--- src/rtl/pipe_stall_ctrl.sv ---
`default_nettype none
// ============================================================================
// Module      : pipe_stall_ctrl
// Description : Central pipeline sequencer. Merges ID/EX/MEM stall requests
//               into the per-stage hold vector, sequences multi-cycle EX ops,
//               tracks the MEM data-bus wait with a timeout, and issues a
//               one-cycle flush after an exception or bus timeout.
// Ports       : clk, rst (async, active-low)
//               stallreq_id            - ID load-use hazard
//               ex_mc_start/ex_mc_len  - start of multi-cycle EX op + length
//               mem_req/mem_ack        - MEM data-bus handshake
//               excp_i                 - exception in MEM
//               stall[5:0]             - hold per stage ([0]pc .. [5]wb)
//               flush                  - clear all pipeline registers
//               mc_cnt/mc_done         - EX iteration index / result valid
//               mem_tmo_err            - MEM wait timed out
// Revision    : 1.0 - initial release
// ============================================================================
module pipe_stall_ctrl #(
    parameter int MC_W    = 6,
    parameter int MEM_TMO = 16,
    parameter int TMO_W   = 5
) (
    input  logic            clk,
    input  logic            rst,
    input  logic            stallreq_id,
    input  logic            ex_mc_start,
    input  logic [MC_W-1:0] ex_mc_len,
    input  logic            mem_req,
    input  logic            mem_ack,
    input  logic            excp_i,
    output logic [5:0]      stall,
    output logic            flush,
    output logic [MC_W-1:0] mc_cnt,
    output logic            mc_done,
    output logic            mem_tmo_err
);

    typedef enum logic [0:0] {EX_IDLE  = 1'b0, EX_BUSY  = 1'b1} ex_state_t;
    typedef enum logic [0:0] {MEM_IDLE = 1'b0, MEM_WAIT = 1'b1} mem_state_t;

    localparam logic [MC_W-1:0]  c_mc_one   = MC_W'(1);
    localparam logic [MC_W-1:0]  c_mc_zero  = '0;
    localparam logic [TMO_W-1:0] c_tmo_one  = TMO_W'(1);
    // Timer holds the number of wait cycles already spent; the cycle that
    // would bring it to MEM_TMO is the timeout cycle.
    localparam logic [TMO_W-1:0] c_tmo_last = TMO_W'(MEM_TMO - 1);

    ex_state_t        r_ex_state, w_ex_state_nxt;
    mem_state_t       r_mem_state, w_mem_state_nxt;
    logic [MC_W-1:0]  r_mc_cnt, w_mc_cnt_nxt;
    logic [MC_W-1:0]  r_mc_last, w_mc_last_nxt;
    logic [TMO_W-1:0] r_tmo_cnt, w_tmo_cnt_nxt;
    logic             r_flush, w_flush_nxt;

    logic             w_mem_stall;
    logic             w_ex_stall;
    logic             w_done;
    logic             w_tmo;
    logic [MC_W-1:0]  w_cnt_out;
    logic [MC_W-1:0]  w_len_last;

    always_ff @(posedge clk or negedge rst) begin
        if (!rst) begin
            r_ex_state  <= EX_IDLE;
            r_mem_state <= MEM_IDLE;
            r_mc_cnt    <= '0;
            r_mc_last   <= '0;
            r_tmo_cnt   <= '0;
            r_flush     <= 1'b0;
        end else begin
            r_ex_state  <= w_ex_state_nxt;
            r_mem_state <= w_mem_state_nxt;
            r_mc_cnt    <= w_mc_cnt_nxt;
            r_mc_last   <= w_mc_last_nxt;
            r_tmo_cnt   <= w_tmo_cnt_nxt;
            r_flush     <= w_flush_nxt;
        end
    end

    always_comb begin
        w_ex_state_nxt  = r_ex_state;
        w_mem_state_nxt = r_mem_state;
        w_mc_cnt_nxt    = r_mc_cnt;
        w_mc_last_nxt   = r_mc_last;
        w_tmo_cnt_nxt   = r_tmo_cnt;
        w_flush_nxt     = 1'b0;
        w_mem_stall     = 1'b0;
        w_ex_stall      = 1'b0;
        w_done          = 1'b0;
        w_tmo           = 1'b0;
        w_cnt_out       = '0;
        // Index of the final cycle; a zero length behaves as a one-cycle op.
        w_len_last      = (ex_mc_len == c_mc_zero) ? c_mc_zero : (ex_mc_len - c_mc_one);

        if (r_flush) begin
            // Flush cycle: every request is dropped, only a new exception
            // can schedule a further flush.
            w_ex_state_nxt  = EX_IDLE;
            w_mem_state_nxt = MEM_IDLE;
            w_mc_cnt_nxt    = '0;
            w_mc_last_nxt   = '0;
            w_tmo_cnt_nxt   = '0;
            w_flush_nxt     = excp_i;
        end else begin
            // MEM sequencer
            case (r_mem_state)
                MEM_IDLE: begin
                    if (mem_req && !mem_ack) begin
                        w_mem_stall     = 1'b1;
                        w_mem_state_nxt = MEM_WAIT;
                        w_tmo_cnt_nxt   = c_tmo_one;
                    end
                end
                MEM_WAIT: begin
                    if (mem_ack) begin
                        w_mem_state_nxt = MEM_IDLE;
                        w_tmo_cnt_nxt   = '0;
                    end else begin
                        w_mem_stall = 1'b1;
                        if (r_tmo_cnt == c_tmo_last) begin
                            w_tmo           = 1'b1;
                            w_mem_state_nxt = MEM_IDLE;
                            w_tmo_cnt_nxt   = '0;
                        end else begin
                            w_tmo_cnt_nxt = r_tmo_cnt + c_tmo_one;
                        end
                    end
                end
                default: w_mem_state_nxt = MEM_IDLE;
            endcase

            // EX sequencer. While MEM holds the pipe the count is frozen and
            // a finishing op waits in BUSY so mc_done lands on a free cycle.
            case (r_ex_state)
                EX_IDLE: begin
                    if (ex_mc_start) begin
                        if (w_len_last == c_mc_zero) begin
                            if (w_mem_stall) begin
                                w_ex_state_nxt = EX_BUSY;
                                w_mc_cnt_nxt   = '0;
                                w_mc_last_nxt  = '0;
                            end else begin
                                w_done = 1'b1;
                            end
                        end else begin
                            w_ex_stall     = 1'b1;
                            w_ex_state_nxt = EX_BUSY;
                            w_mc_last_nxt  = w_len_last;
                            w_mc_cnt_nxt   = w_mem_stall ? c_mc_zero : c_mc_one;
                        end
                    end
                end
                EX_BUSY: begin
                    w_cnt_out = r_mc_cnt;
                    if (r_mc_cnt == r_mc_last) begin
                        if (!w_mem_stall) begin
                            w_done         = 1'b1;
                            w_ex_state_nxt = EX_IDLE;
                            w_mc_cnt_nxt   = '0;
                        end
                    end else begin
                        w_ex_stall = 1'b1;
                        if (!w_mem_stall) begin
                            w_mc_cnt_nxt = r_mc_cnt + c_mc_one;
                        end
                    end
                end
                default: w_ex_state_nxt = EX_IDLE;
            endcase

            // A timeout is handled exactly like an exception.
            w_flush_nxt = excp_i | w_tmo;
            if (w_flush_nxt) begin
                w_ex_state_nxt  = EX_IDLE;
                w_mem_state_nxt = MEM_IDLE;
                w_mc_cnt_nxt    = '0;
                w_mc_last_nxt   = '0;
                w_tmo_cnt_nxt   = '0;
            end
        end
    end

    // Outputs are forced low while reset is asserted so that same-cycle
    // requests cannot leak through the combinational path.
    always_comb begin
        stall       = 6'b000000;
        flush       = 1'b0;
        mc_cnt      = '0;
        mc_done     = 1'b0;
        mem_tmo_err = 1'b0;
        if (rst) begin
            flush       = r_flush;
            mc_cnt      = w_cnt_out;
            mc_done     = w_done;
            mem_tmo_err = w_tmo;
            if (!r_flush) begin
                if (w_mem_stall)      stall = 6'b011111;
                else if (w_ex_stall)  stall = 6'b001111;
                else if (stallreq_id) stall = 6'b000111;
            end
        end
    end

endmodule
`default_nettype wire
--- config.mk ---
export PLATFORM = sky130hd
export DESIGN_NAME = pipe_stall_ctrl
export DESIGN_NICKNAME = d
export VERILOG_FILES = /design/src/rtl/pipe_stall_ctrl.sv
export SDC_FILE = /design/constraint.sdc
export NUM_CORES = 1
export LEC_CHECK = 0
export ABC_AREA = 1
export BUFFER_PORTS_ARGS = -buffer_cell sky130_fd_sc_hd__buf_2
export CAP_MARGIN = 20
export CORE_ASPECT_RATIO = 0.9
export CORE_MARGIN = 2
export CORE_UTILIZATION = 55
export DETAILED_ROUTE_END_ITERATION = 8
export GPL_TIMING_DRIVEN = 0
export HOLD_SLACK_MARGIN = 0.06
export PLACE_DENSITY = 0.77
export REMOVE_ABC_BUFFERS = 1
export SLEW_MARGIN = 25
export SYNTH_ARGS = -nofsm -noshare
export SYNTH_HDL_FRONTEND = slang
export SYNTH_SLANG_ARGS = --single-unit
--- constraint.sdc ---
create_clock -name clk -period 3.6 [get_ports clk]
set_input_delay 0.72 -clock clk [delete_from_list [all_inputs] [get_ports clk]]
set_output_delay 0.72 -clock clk [all_outputs]
set_load 0.02 [all_outputs]
### After elaboration in Yosys (flattened, before gate mapping)

Cells that the tools add are included.

* reduce and logical (&&, ||, !) cells: 7
* add/sub/neg operators: 3
* bitwise gates (word level): 3
* equal/unequal tests: 8
* mux-type cells: 67

Operators with widths (number)
* $mux 6: 18
* $mux 5: 7
* $mux 1: 33
* $logic_not 6->1: 2
* $ne 4x4->1 const B: 3
* $pmux 6 s2: 1
* $pmux 1 s2: 5
* $pmux 5 s2: 1
* $add 6x1->6 const B: 1
* $eq 6x6->1: 1
* $reduce_and 3->1: 2
* $sub 6x1->6 const B: 1
* $add 5x1->5 const B: 1
* $eq 5x4->1 const B: 1
* $ne 5x4->1 const B: 1
* $mux 4: 1
* $ne 4x2->1 const B: 1
* $mux 3: 1
* $ne 3x1->1 const B: 1
* $reduce_bool 3->1: 1
* $not 1->1: 2
* $logic_and 1x1->1: 1
* $logic_not 1->1: 1
* $or 1x1->1: 1

* word-level logic and storage cells: 94
* output and inout port bits: 15
* input port bits: 13
* register bits: 20

### Logic depth before layout (Yosys ltp)

Gate-level depths: netlist of the first run.

* word-level depth: 11
* depth in mapped cells: 13
* gate-level depth less buffers: 13

### Worst setup path after synthesis of the first run

Ideal clock, no wire load.

* path type: input port to output port
* from: in ex_mc_len[0]
* to: out stall[1]
* arrival: 2.243 ns
* path slack: 0.637 ns
* stages: 8
* path through: inv_1 -> ha_1 -> a21oi_1 -> nand2_1 -> nand3_1 -> o21ai_0 -> a31oi_1 -> buf_4

* word-level cells in the longest chain between the ends: 11

Ends and longest elaborated chain
* start: declaration: line 28 `input logic [MC_W-1:0] ex_mc_len,`
* $sub 6x1->6 / $logic_not 6->1 (equally long branches): line 94 `w_len_last = (ex_mc_len == c_mc_zero) ? c_mc_zero : (ex_mc_len - c_mc_one);`
* $mux 6 *: line 94
* $logic_not 6->1 *: line 138 `if (w_len_last == c_mc_zero) begin`
* $mux 1 *: line 138
* $mux 1 *: line 137 `if (ex_mc_start) begin`
* $pmux 1 s2 *: line 135 `case (r_ex_state)`
* $mux 1 *: line 96 `if (r_flush) begin`
* $mux 4 *: line 199 `else if (w_ex_stall) stall = 6'b001111;`
* $mux 5 *: line 198 `if (w_mem_stall) stall = 6'b011111;`
* $mux 5 *: line 197 `if (!r_flush) begin`
* $mux 6 *: line 192 `if (rst) begin`
* end: declaration: line 32 `output logic [5:0] stall,`

Every way passes the cells marked *; elsewhere a longest branch is shown, timed or not.

### Worst setup path after layout of the first run

Ends and elaborated chain as after synthesis.

==> impl_metrics.tcl, run 1 <==
set metrics [dict create \
    final_util_pct 65.20 \
    intPower_mw 0.3735 \
    grt_max_degree 23 \
    max_stage_delay_ps 280 \
    cpMaxStageDelayCell "ha_1" \
    ant_nets 0 \
    crit_family "buffers and inverters" \
    cts_resized 0 \
    rsz0062_at_grt "false" \
    port_buffers 26 \
    drt-initial-drc-count 75 \
    status "completed" \
    synthDistinctLibCells 29 \
    cts_made_buffers 3 \
    critPathKind "in -> out" \
    fin_crit_sh_pct 82.28 \
    antenna_found_initial 0 \
    fin_worst_skew_ps 18.62 \
    power.share.sequential_pct 45.0 \
    ys_seq_area_share_pct 31.77 \
    hold_path.class "in -> async" \
    drt-total-wl_um 3297 \
    worst_path_most_repeated_cell "buf_2" \
    viasPerCell 5.180 \
    p_per_area_nw_per_um2 295.9 \
    worstPathMaxFanout 7 \
    worstSetupEndpointType "output pin" \
    peakVddDrop_mv 0.1756 \
    final_layout_size_suffix_gt1_share_pct 25.00 \
    syn-cell-area_um2 1575 \
    clock.fmax_mhz 337.6 \
    first_global_vias 1283 \
    clk_pin_slew_worst_paths_ps 130 \
    std_cell_rows 18 \
    grt-ovfl-total 0 \
    die_w_um 60.41 \
    min_period_ps 2962 \
    layout.cells.most_common "nand2_1" \
    comb_power_share_pct 19.0 \
    critPathBufInv 3 \
    drc_errors 0 \
    setup_tns_ps 0 \
    cts_buffer_depth 2 \
    core_um2 2725 \
    avgRoutedWirePerCell_um 11.61 \
    switchingPower_mw 0.1523 \
    ys_ff_latch 20 \
    root_buffer "clkbuf_4" \
    leakagePower_nw 0.8667 \
    insertion_delay_ps 320 \
    cts_tree "done" \
    track_usage_pct 23.30 \
    grt_pass1_wl_um 5713 \
    ctsHoldBuffers 0 \
    layout_common_cells "nand2_1, nand3_1, buf_2" \
    layout.nets 262 \
    worstPathCellList "buf_2 -> inv_1 -> ha_1 -> nand3_4 -> nand3_1 -> nand2_1 -> o21ai_0 -> a31oi_1 -> buf_2" \
    switching_share_pct 28.96 \
    clkSinkCount 20 \
    vias 1471 \
    synth_ff_type "dfrtp_1" \
    synthArstFlopShare_pct 100.0 \
    report.final.slew_viol_count 0 \
    fp.dieH_um 54.77 \
    gp_congestion 0.8328 \
    insertedDiodeCount 0 \
    maxCapViolCount 0 \
    syn-instance-count 219 \
    setup-violations-final 0 \
    synth.avg_cell_area_um2 7.193 \
    critPathArrivalTime_ps 2240 \
    area_growth_pct 12.79 \
    io_pins 28 \
    cts_setup_buffers 0 \
    htreeDepth 1 \
    required_ps 2880 \
    final-hold-violation-count 0 \
    clockPowerShare_pct 35.9 \
    start_kind "primary input" \
    synth-edff-count 0 \
    dp_hpwl_um 2558 \
    hold_ws_ps 336.0 \
    first_pass_iters 4 \
    yosys_warnings 0 \
    dieArea_um2 3309 \
    start_util_pct 57.81 \
]
[routing by layer]
metal | track usage, % | share of wire [%] | up-vias
li1 | - | - | 773
met1 | 31.20 | 49 | 663
met2 | 38.41 | 46 | 30
met3 | 4.965 | 3.7 | 5
met4 | 6.159 | 0.82 | 0
met5 | 0 | 0 | -
[metrics by stage]
stage	worst slack (ps)	instance area (µm²)	power, mW	cells
floorplan	338.3	1544	0.3084	214
global placement	665.9	1724	0.3399	280
detailed placement	654.9	1724	0.3414	280
CTS	650.8	1777	0.5311	284
global route	455.0	1777	0.5543	284
finish	637.9	1777	0.5258	284
[worst reg2reg max path, cell delays in order (launching register included)]
cell and delay (ps):
dfrtp_1 430, ha_1 250, nand3_1 110, nor2_1 50, nand2_1 80, nand2_1 180
inv_2 190, nand3_1 200, nor2_1 170, nand2_2 70, o21ai_2 50
[synthesized netlist by cell type, types with 6 or more instances]
cell type / number / share of area, %
o21ai_0: 13 / 4.1
nor2_1: 20 / 4.8
inv_1: 24 / 5.7
inv_2: 6 / 1.4
a21oi_1: 11 / 3.5
nand3_1: 27 / 8.6
nand2_1: 41 / 9.8
nor3_1: 8 / 2.5
dfrtp_1: 20 / 32
[sequential cells by signal, indices dropped and copies added (netlist names)]
signal and cells:
r_mc_cnt 6, r_mem_state 1, r_ex_state 1, r_mc_last 6, r_flush 1, r_tmo_cnt 5
[final cells by class]
type,instances,area [µm²]
flip-flops and latches,20,500.5
repair buffers,26,130.1
fillers,267,948.4
clock buffers,3,22.52
clock inverters,1,30.03
well taps,40,50.05
multi-input cells,164,930.9
inverters,30,112.6
[path summary, 6_finish.rpt]
kind	startpoint	to	slack, ps	depth (start not counted)
worst max-delay path	ex_mc_len[0]	stall[1]	640	9
min in group clk	r_tmo_cnt[0]$_DFFE_PN0P_	r_tmo_cnt[0]$_DFFE_PN0P_	520	1
worst min register to register	r_tmo_cnt[0]$_DFFE_PN0P_	r_tmo_cnt[0]$_DFFE_PN0P_	520	1
worst max register to register	r_tmo_cnt[0]$_DFFE_PN0P_	r_mc_cnt[4]$_DFFE_PN0P_	1790	10
max in group asynchronous	rst	r_flush$_DFF_PN0_	2920	1
worst min-delay path	rst	r_mc_cnt[0]$_DFFE_PN0P_	340	1
[logic make-up after synthesis]
group | synth area share [%]
simple gates | 40.67
fa+ha+maj | 3.177
other cells | 0.2381
buf+inv | 9.134
xor+xnor | 2.780
compound gates | 12.23
flops | 31.77
[power groups by stage]
stage               combinational, mW  sequential (mW)  clock, mW
CTS                             0.101            0.237      0.194
global placement               0.0990            0.241          0
global route                    0.112            0.238      0.205
finish                          0.100            0.237      0.189
floorplan                      0.0691            0.239          0
detailed placement              0.100            0.241          0
Note: power is estimated with default switching activity, not from simulation.
==> inputs of run 2 (changes only) <==
--- a/config.mk
+++ b/config.mk
@@ -10,11 +10,11 @@
 export CAP_MARGIN = 20
 export CORE_ASPECT_RATIO = 0.9
 export CORE_MARGIN = 2
-export CORE_UTILIZATION = 55
+export CORE_UTILIZATION = 50
 export DETAILED_ROUTE_END_ITERATION = 8
 export GPL_TIMING_DRIVEN = 0
 export HOLD_SLACK_MARGIN = 0.06
-export PLACE_DENSITY = 0.77
+export PLACE_DENSITY = 0.73
 export REMOVE_ABC_BUFFERS = 1
 export SLEW_MARGIN = 25
 export SYNTH_ARGS = -nofsm -noshare
==> constraint.sdc (replaced) <==
create_clock -name clk -period 2.55 [get_ports clk]
set_input_delay 0.51 -clock clk [delete_from_list [all_inputs] [get_ports clk]]
set_output_delay 0.51 -clock clk [all_outputs]
set_load 0.02 [all_outputs]
==> run 2 against run 1 <==
Compared with the run above: clock skew fell by 9.9 ps; combinational power rose by 49%; die area rose by 9.3%; clock power rose by 41%; clock-buffer cell count did not move; non-clock buffer count did not move; via count rose by 0.20%; utilization fell by 5.4 points; total power rose by 42%; critical endpoint is now mc_done.
==> impl_metrics.tcl, run 2 (synthesized netlist as in run 1, its figures left out) <==
set metrics [dict create \
    start_util_pct 52.18 \
    largestRegisters "r_mc_cnt: 6 flops, r_mc_last: 6 flops, r_tmo_cnt: 5 flops" \
    power.total_mw 0.7491 \
    dieArea_um2 3616 \
    avgRoutedWirePerCell_um 11.72 \
    r2r-start "r_tmo_cnt[0]$_DFFE_PN0P_" \
    first_pass_iters 4 \
    antenna_found_initial 0 \
    grt_max_degree 23 \
    viasPerCell 5.154 \
    worst_path_most_repeated_cell "a21oi_1" \
    drt-total-wl_um 3351 \
    htreeDepth 1 \
    layout.cells.most_common "nand2_1" \
    final_area_um2 1804 \
    area_growth_pct 14.54 \
    report.final.slew_viol_count 0 \
    final_layout_size_suffix_gt1_share_pct 28.28 \
    grt_pass1_wl_um 6154 \
    crit_family "simple AND/OR/NAND/NOR gates" \
    track_usage_pct 20.58 \
    required_ps 2040 \
    fin_crit_sh_pct 94.31 \
    vias 1474 \
    critPathArrivalTime_ps 1890 \
    die_w_um 63.17 \
    final_util_pct 59.76 \
    worstPathMaxFanout 5 \
    setup_ws_ps 145.1 \
    dp_hpwl_um 2598 \
    clock.fmax_mhz 415.8 \
    fin_worst_skew_ps 8.745 \
    insertedDiodeCount 0 \
    rrSetupSlack_ps 660 \
    start_kind "flop" \
    place_area_um2 1727 \
    peakVddDrop_mv 0.2647 \
    worstSetupEndpointType "output pin" \
    layout_common_cells "nand2_1, nand3_1, buf_2" \
    worstPathCellList "or2_2 -> a21oi_1 -> nand3_2 -> nor2_1 -> nand2_1 -> a21oi_1 -> buf_2" \
    maxCapViolCount 0 \
    first_global_vias 1424 \
    cpMaxStageDelayCell "dfrtp_1" \
    drt-initial-drc-count 60 \
    std_cell_rows 19 \
    setup-violations-final 0 \
    cts_buffer_depth 2 \
    port_buffers 26 \
    ant_nets 0 \
    grt-ovfl-total 0 \
    clkSinkCount 20 \
    gp_congestion 0.8687 \
    core_um2 3019 \
    dp_slack_ps 47.47 \
    startpoint "r_mc_cnt[1]$_DFFE_PN0P_" \
    layout.nets 262 \
    leakagePower_nw 0.8663 \
    status "completed" \
    final-hold-violation-count 0 \
    io_pins 28 \
    critPathBufInv 1 \
    cts_made_buffers 3 \
    cts_tree "done" \
    clk_pin_slew_worst_paths_ps 130 \
    max_stage_delay_ps 450 \
    p_per_area_nw_per_um2 415.2 \
    root_buffer "clkbuf_4" \
    hold_path.class "in -> async" \
    critPathKind "reg -> out" \
    min_period_ps 2405 \
    drc_errors 0 \
    insertion_delay_ps 310 \
    fp.dieH_um 57.25 \
]
==> run 2: final timing paths <==
| check | cells after the start | end |
|---|---|---|
| worst min register to register | 1 | r_tmo_cnt[0]$_DFFE_PN0P_ |
| min in group clk | 2 | r_flush$_DFF_PN0_ |
| max in group asynchronous | 1 | r_mc_last[0]$_DFFE_PN0P_ |
| worst min-delay path | 1 | r_tmo_cnt[4]$_DFFE_PN0P_ |
| worst max-delay path | 7 | mc_done |
| worst max register to register | 10 | r_mc_cnt[3]$_DFFE_PN0P_ |
==> run 2: per-layer routing <==
metal	vias up	track usage (%)	part of all wire, %	wire length [µm]
met1	678	29.81	51	1722
met3	2	3.156	4.1	136
met2	32	33.89	44	1477
li1	762	-	-	-
met5	-	0	0	0
met4	0	2.222	0.45	15
==> run 2: timing repair <==
| item | 4_1_cts | 5_1_grt |
|---|---|---|
| resized for setup | 0 | 10 |
| hold buffers | 0 | 0 |
| hold endpoints to repair | 0 | 0 |
| buffers inserted | 0 | 0 |
| endpoints found under the setup margin | 0 | 5 |
==> run 2: layout make-up <==
| class | instances | area [µm²] |
|---|---|---|
| timing repair buffer | 26 | 130.1 |
| inverter | 30 | 116.4 |
| clock inverter | 1 | 30.03 |
| clock buffer | 3 | 22.52 |
| sequential | 20 | 500.5 |
| tap | 42 | 52.55 |
| multi-input combinational | 164 | 952.2 |
| fill | 293 | 1215 |
==> run 2: report_power, final <==
part | internal (mW) | switching [mW] | leakage, nW
logic | 0.0460 | 0.103 | 0.564
registers | 0.324 | 0.0101 | 0.274
clock network | 0.159 | 0.107 | 0.0279
total | 0.529 | 0.220 | 0.866
==> run 2: stage by stage <==
| step | setup TNS [ps] | std cells | hold slack (ps) |
|---|---|---|---|
| 4_1_cts | 0 | 286 | 152.9 |
| 3_3_place_gp | 0 | 282 | 496.0 |
| 2_1_floorplan | -875.2 | 214 | 214.4 |
| 5_1_grt | -11.87 | 286 | 160.1 |
| 6_report | 0 | 286 | 144.5 |
| 3_5_place_dp | 0 | 282 | 497.3 |
==> inputs of run 3 (changes only) <==
--- a/config.mk
+++ b/config.mk
@@ -5,12 +5,11 @@
 export SDC_FILE = /design/constraint.sdc
 export NUM_CORES = 1
 export LEC_CHECK = 0
-export ABC_AREA = 1
 export BUFFER_PORTS_ARGS = -buffer_cell sky130_fd_sc_hd__buf_2
 export CAP_MARGIN = 20
 export CORE_ASPECT_RATIO = 0.9
 export CORE_MARGIN = 2
-export CORE_UTILIZATION = 50
+export CORE_UTILIZATION = 49
 export DETAILED_ROUTE_END_ITERATION = 8
 export GPL_TIMING_DRIVEN = 0
 export HOLD_SLACK_MARGIN = 0.06
==> run 3 against run 2 <==
Compared with the run above: the run now ends with setup timing left; cell area is 1.9% higher; synthesized area is 8.4% lower; die area is 6.1% lower; clock-buffer cell count stayed put; fmax is 7.3% lower; synthesized cell count is 27% lower; hold slack better by 6.6 ps; setup slack worse by 190 ps; combinational power is 19% higher; critical path type is now in -> out; critical endpoint is now stall[1]; largest cell class unchanged.
==> impl_metrics.tcl, run 3 <==
set metrics [dict create \
    io_pins 28 \
    ys_seq_area_share_pct 34.69 \
    leakagePower_nw 0.8985 \
    max_stage_delay_ps 330 \
    fin_crit_sh_pct 101.8 \
    drt-total-wl_um 3863 \
    worstPathMaxFanout 5 \
    slew_headroom_pct 51.68 \
    cts_tree "done" \
    first_pass_iters 5 \
    fp.dieH_um 55.48 \
    drc_errors 0 \
    hold_path.class "in -> async" \
    insertion_delay_ps 310 \
    netlist_top_cells_area "dfrtp_1, nand3_1, a21oi_1" \
    cts_made_buffers 3 \
    vias 1380 \
    worstSetupEndpointType "output pin" \
    dp_hpwl_um 2460 \
    grt_pass1_wl_um 5954 \
    avgRoutedWirePerCell_um 16.30 \
    p_per_area_nw_per_um2 360.5 \
    syn-cell-area_um2 1443 \
    dp_slack_ps -305.0 \
    synth-edff-count 0 \
    ctsHoldBuffers 0 \
    synth_top_area_share_pct 34.69 \
    cpMaxStageDelayCell "o31a_1" \
    critPathKind "in -> out" \
    ys_ff_latch 20 \
    clkSinkCount 20 \
    final-hold-violation-count 0 \
    place_area_um2 1563 \
    clock.fmax_mhz 385.3 \
    area_growth_pct 27.49 \
    rsz0062_at_grt "true" \
    hold_ws_ps 151.0 \
    gp_congestion 0.9514 \
    track_usage_pct 23.44 \
    antenna_found_initial 0 \
    critPathArrivalTime_ps 2090 \
    root_buffer "clkbuf_4" \
    synth_ff_type "dfrtp_1" \
    final_layout_size_suffix_gt1_share_pct 36.55 \
    synth_commonest_cells "dfrtp_1, nand3_1, nor2_1, a21oi_1, nand2_1" \
    final_area_um2 1839 \
    htreeDepth 1 \
    tightestPinTransition_ps 722.1 \
    ant_nets 0 \
    layout.cells.most_common "buf_2" \
    synth.most_common_cell "dfrtp_1" \
    crit_family "compound AO/OA/AOI/OAI gates" \
    viasPerCell 5.823 \
    maxCapViolCount 0 \
    port_buffers 26 \
    layout.nets 216 \
    required_ps 2040 \
    place_inst 219 \
    first_global_vias 1294 \
    report.final.slew_viol_count 0 \
    fin_cells 237 \
    violations "setup timing" \
    dieArea_um2 3395 \
    insertedDiodeCount 0 \
    clk_pin_slew_worst_paths_ps 120 \
    layout_common_cells "buf_2, dfrtp_1, buf_4" \
    largestRegisters "r_mc_cnt: 6 flops, r_mc_last: 6 flops, r_tmo_cnt: 5 flops" \
    die_w_um 61.20 \
    setup-violations-final 3 \
    synthDistinctLibCells 50 \
    fin_worst_skew_ps 16.57 \
    worstPathCellList "buf_2 -> o31a_1 -> a211oi_2 -> o2111ai_2 -> nand2_1 -> o21ai_2 -> o21a_2 -> buf_6" \
    critPathBufInv 2 \
    syn-instance-count 160 \
    yosysTopAreaCell "dfrtp_1" \
    start_util_pct 52.08 \
    cts_buffer_depth 2 \
    status "finished, violations left" \
    start_kind "primary input" \
    std_cell_rows 18 \
    peakVddDrop_mv 0.2206 \
    drt-initial-drc-count 151 \
    setup_ws_ps -45.11 \
    core_um2 2770 \
    grt-ovfl-total 0 \
    synthArstFlopShare_pct 100.0 \
    fill_cells 233 \
    grt_max_degree 24 \
    synth.avg_cell_area_um2 9.016 \
    final_util_pct 66.40 \
    min_period_ps 2595 \
    yosys_warnings 0 \
]
[run 3: cell types whose count changed after synthesis, sizes merged, moves of 11 or more]
cell,before,now
nand2,49,10
inv,30,4
nand3,30,16
nor2,26,14
o21ai,18,6
and3,0,11
[run 3: kinds of logic (layout without fill, tap and decap cells)]
kind of cell / Yosys count / count (layout) / share of synthesized area (%)
mux: 3 / 3 / 2.168
xor+xnor: 8 / 8 / 5.378
flops: 20 / 20 / 34.69
simple gates: 77 / 77 / 30.88
compound gates: 36 / 36 / 17.95
buf+inv: 11 / 48 / 5.203
other cells: 1 / 1 / 0.2599
fa+ha+maj: 4 / 4 / 3.469
[run 3: layout make-up]
type                    count  area [µm²]  share of cell area [%]
flip-flops and latches     20       503.0                   27.35
repair buffers             41       295.3                   16.05
well taps                  40       50.05                   2.721
inverters                   4       27.53                   1.497
clock buffers               3       22.52                   1.224
multi-input cells         129       940.9                   51.16
[run 3: path summary, 6_finish.rpt]
path	start	to	slack, ps	cells past startpoint
setup / recovery	ex_mc_len[2]	stall[1]	-50	8
hold / removal	rst	r_mc_last[1]$_DFFE_PN0P_	150	1
setup reg to reg	r_tmo_cnt[0]$_DFFE_PN0P_	r_mc_cnt[3]$_DFFE_PN0P_	300	7
hold reg to reg	r_tmo_cnt[4]$_DFFE_PN0P_	r_tmo_cnt[4]$_DFFE_PN0P_	500	2
max in group asynchronous	rst	r_mc_cnt[2]$_DFFE_PN0P_	2030	1
min in group clk	excp_i	r_flush$_DFF_PN0_	420	2
[run 3: what timing repair did]
action / CTS / global route
gates resized for setup: 22 / 17
buffers inserted: 14 / 2
pin swaps: 8 / 9
endpoints found under the hold margin: 0 / 0
setup endpoints to repair: 5 / 6
[run 3: per-layer routing]
metal | up-vias | track usage, % | part of all wire (%)
met2 | 61 | 38.91 | 52
met4 | 0 | 6.832 | 1.3
met5 | - | 0 | 0
met1 | 653 | 29.85 | 40
met3 | 6 | 5.152 | 6.4
li1 | 660 | - | -
[run 3: per-stage QoR]
| stage | power, mW | TNS, ps |
|---|---|---|
| 6_report | 0.6630 | -133.5 |
| 2_1_floorplan | 0.4165 | -137.2 |
| 4_1_cts | 0.6430 | 0 |
| 3_5_place_dp | 0.4623 | -1417 |
| 3_3_place_gp | 0.4561 | -660.3 |
| 5_1_grt | 0.6959 | -379.3 |
[run 3: where the power goes]
group | switching (mW) | total [mW] | leakage, nW | internal [mW]
sequential | 0.00942 | 0.333 | 0.271 | 0.324
combinational | 0.0986 | 0.177 | 0.614 | 0.0789
clock | 0.0970 | 0.152 | 0.0138 | 0.0551
total | 0.205 | 0.663 | 0.898 | 0.458
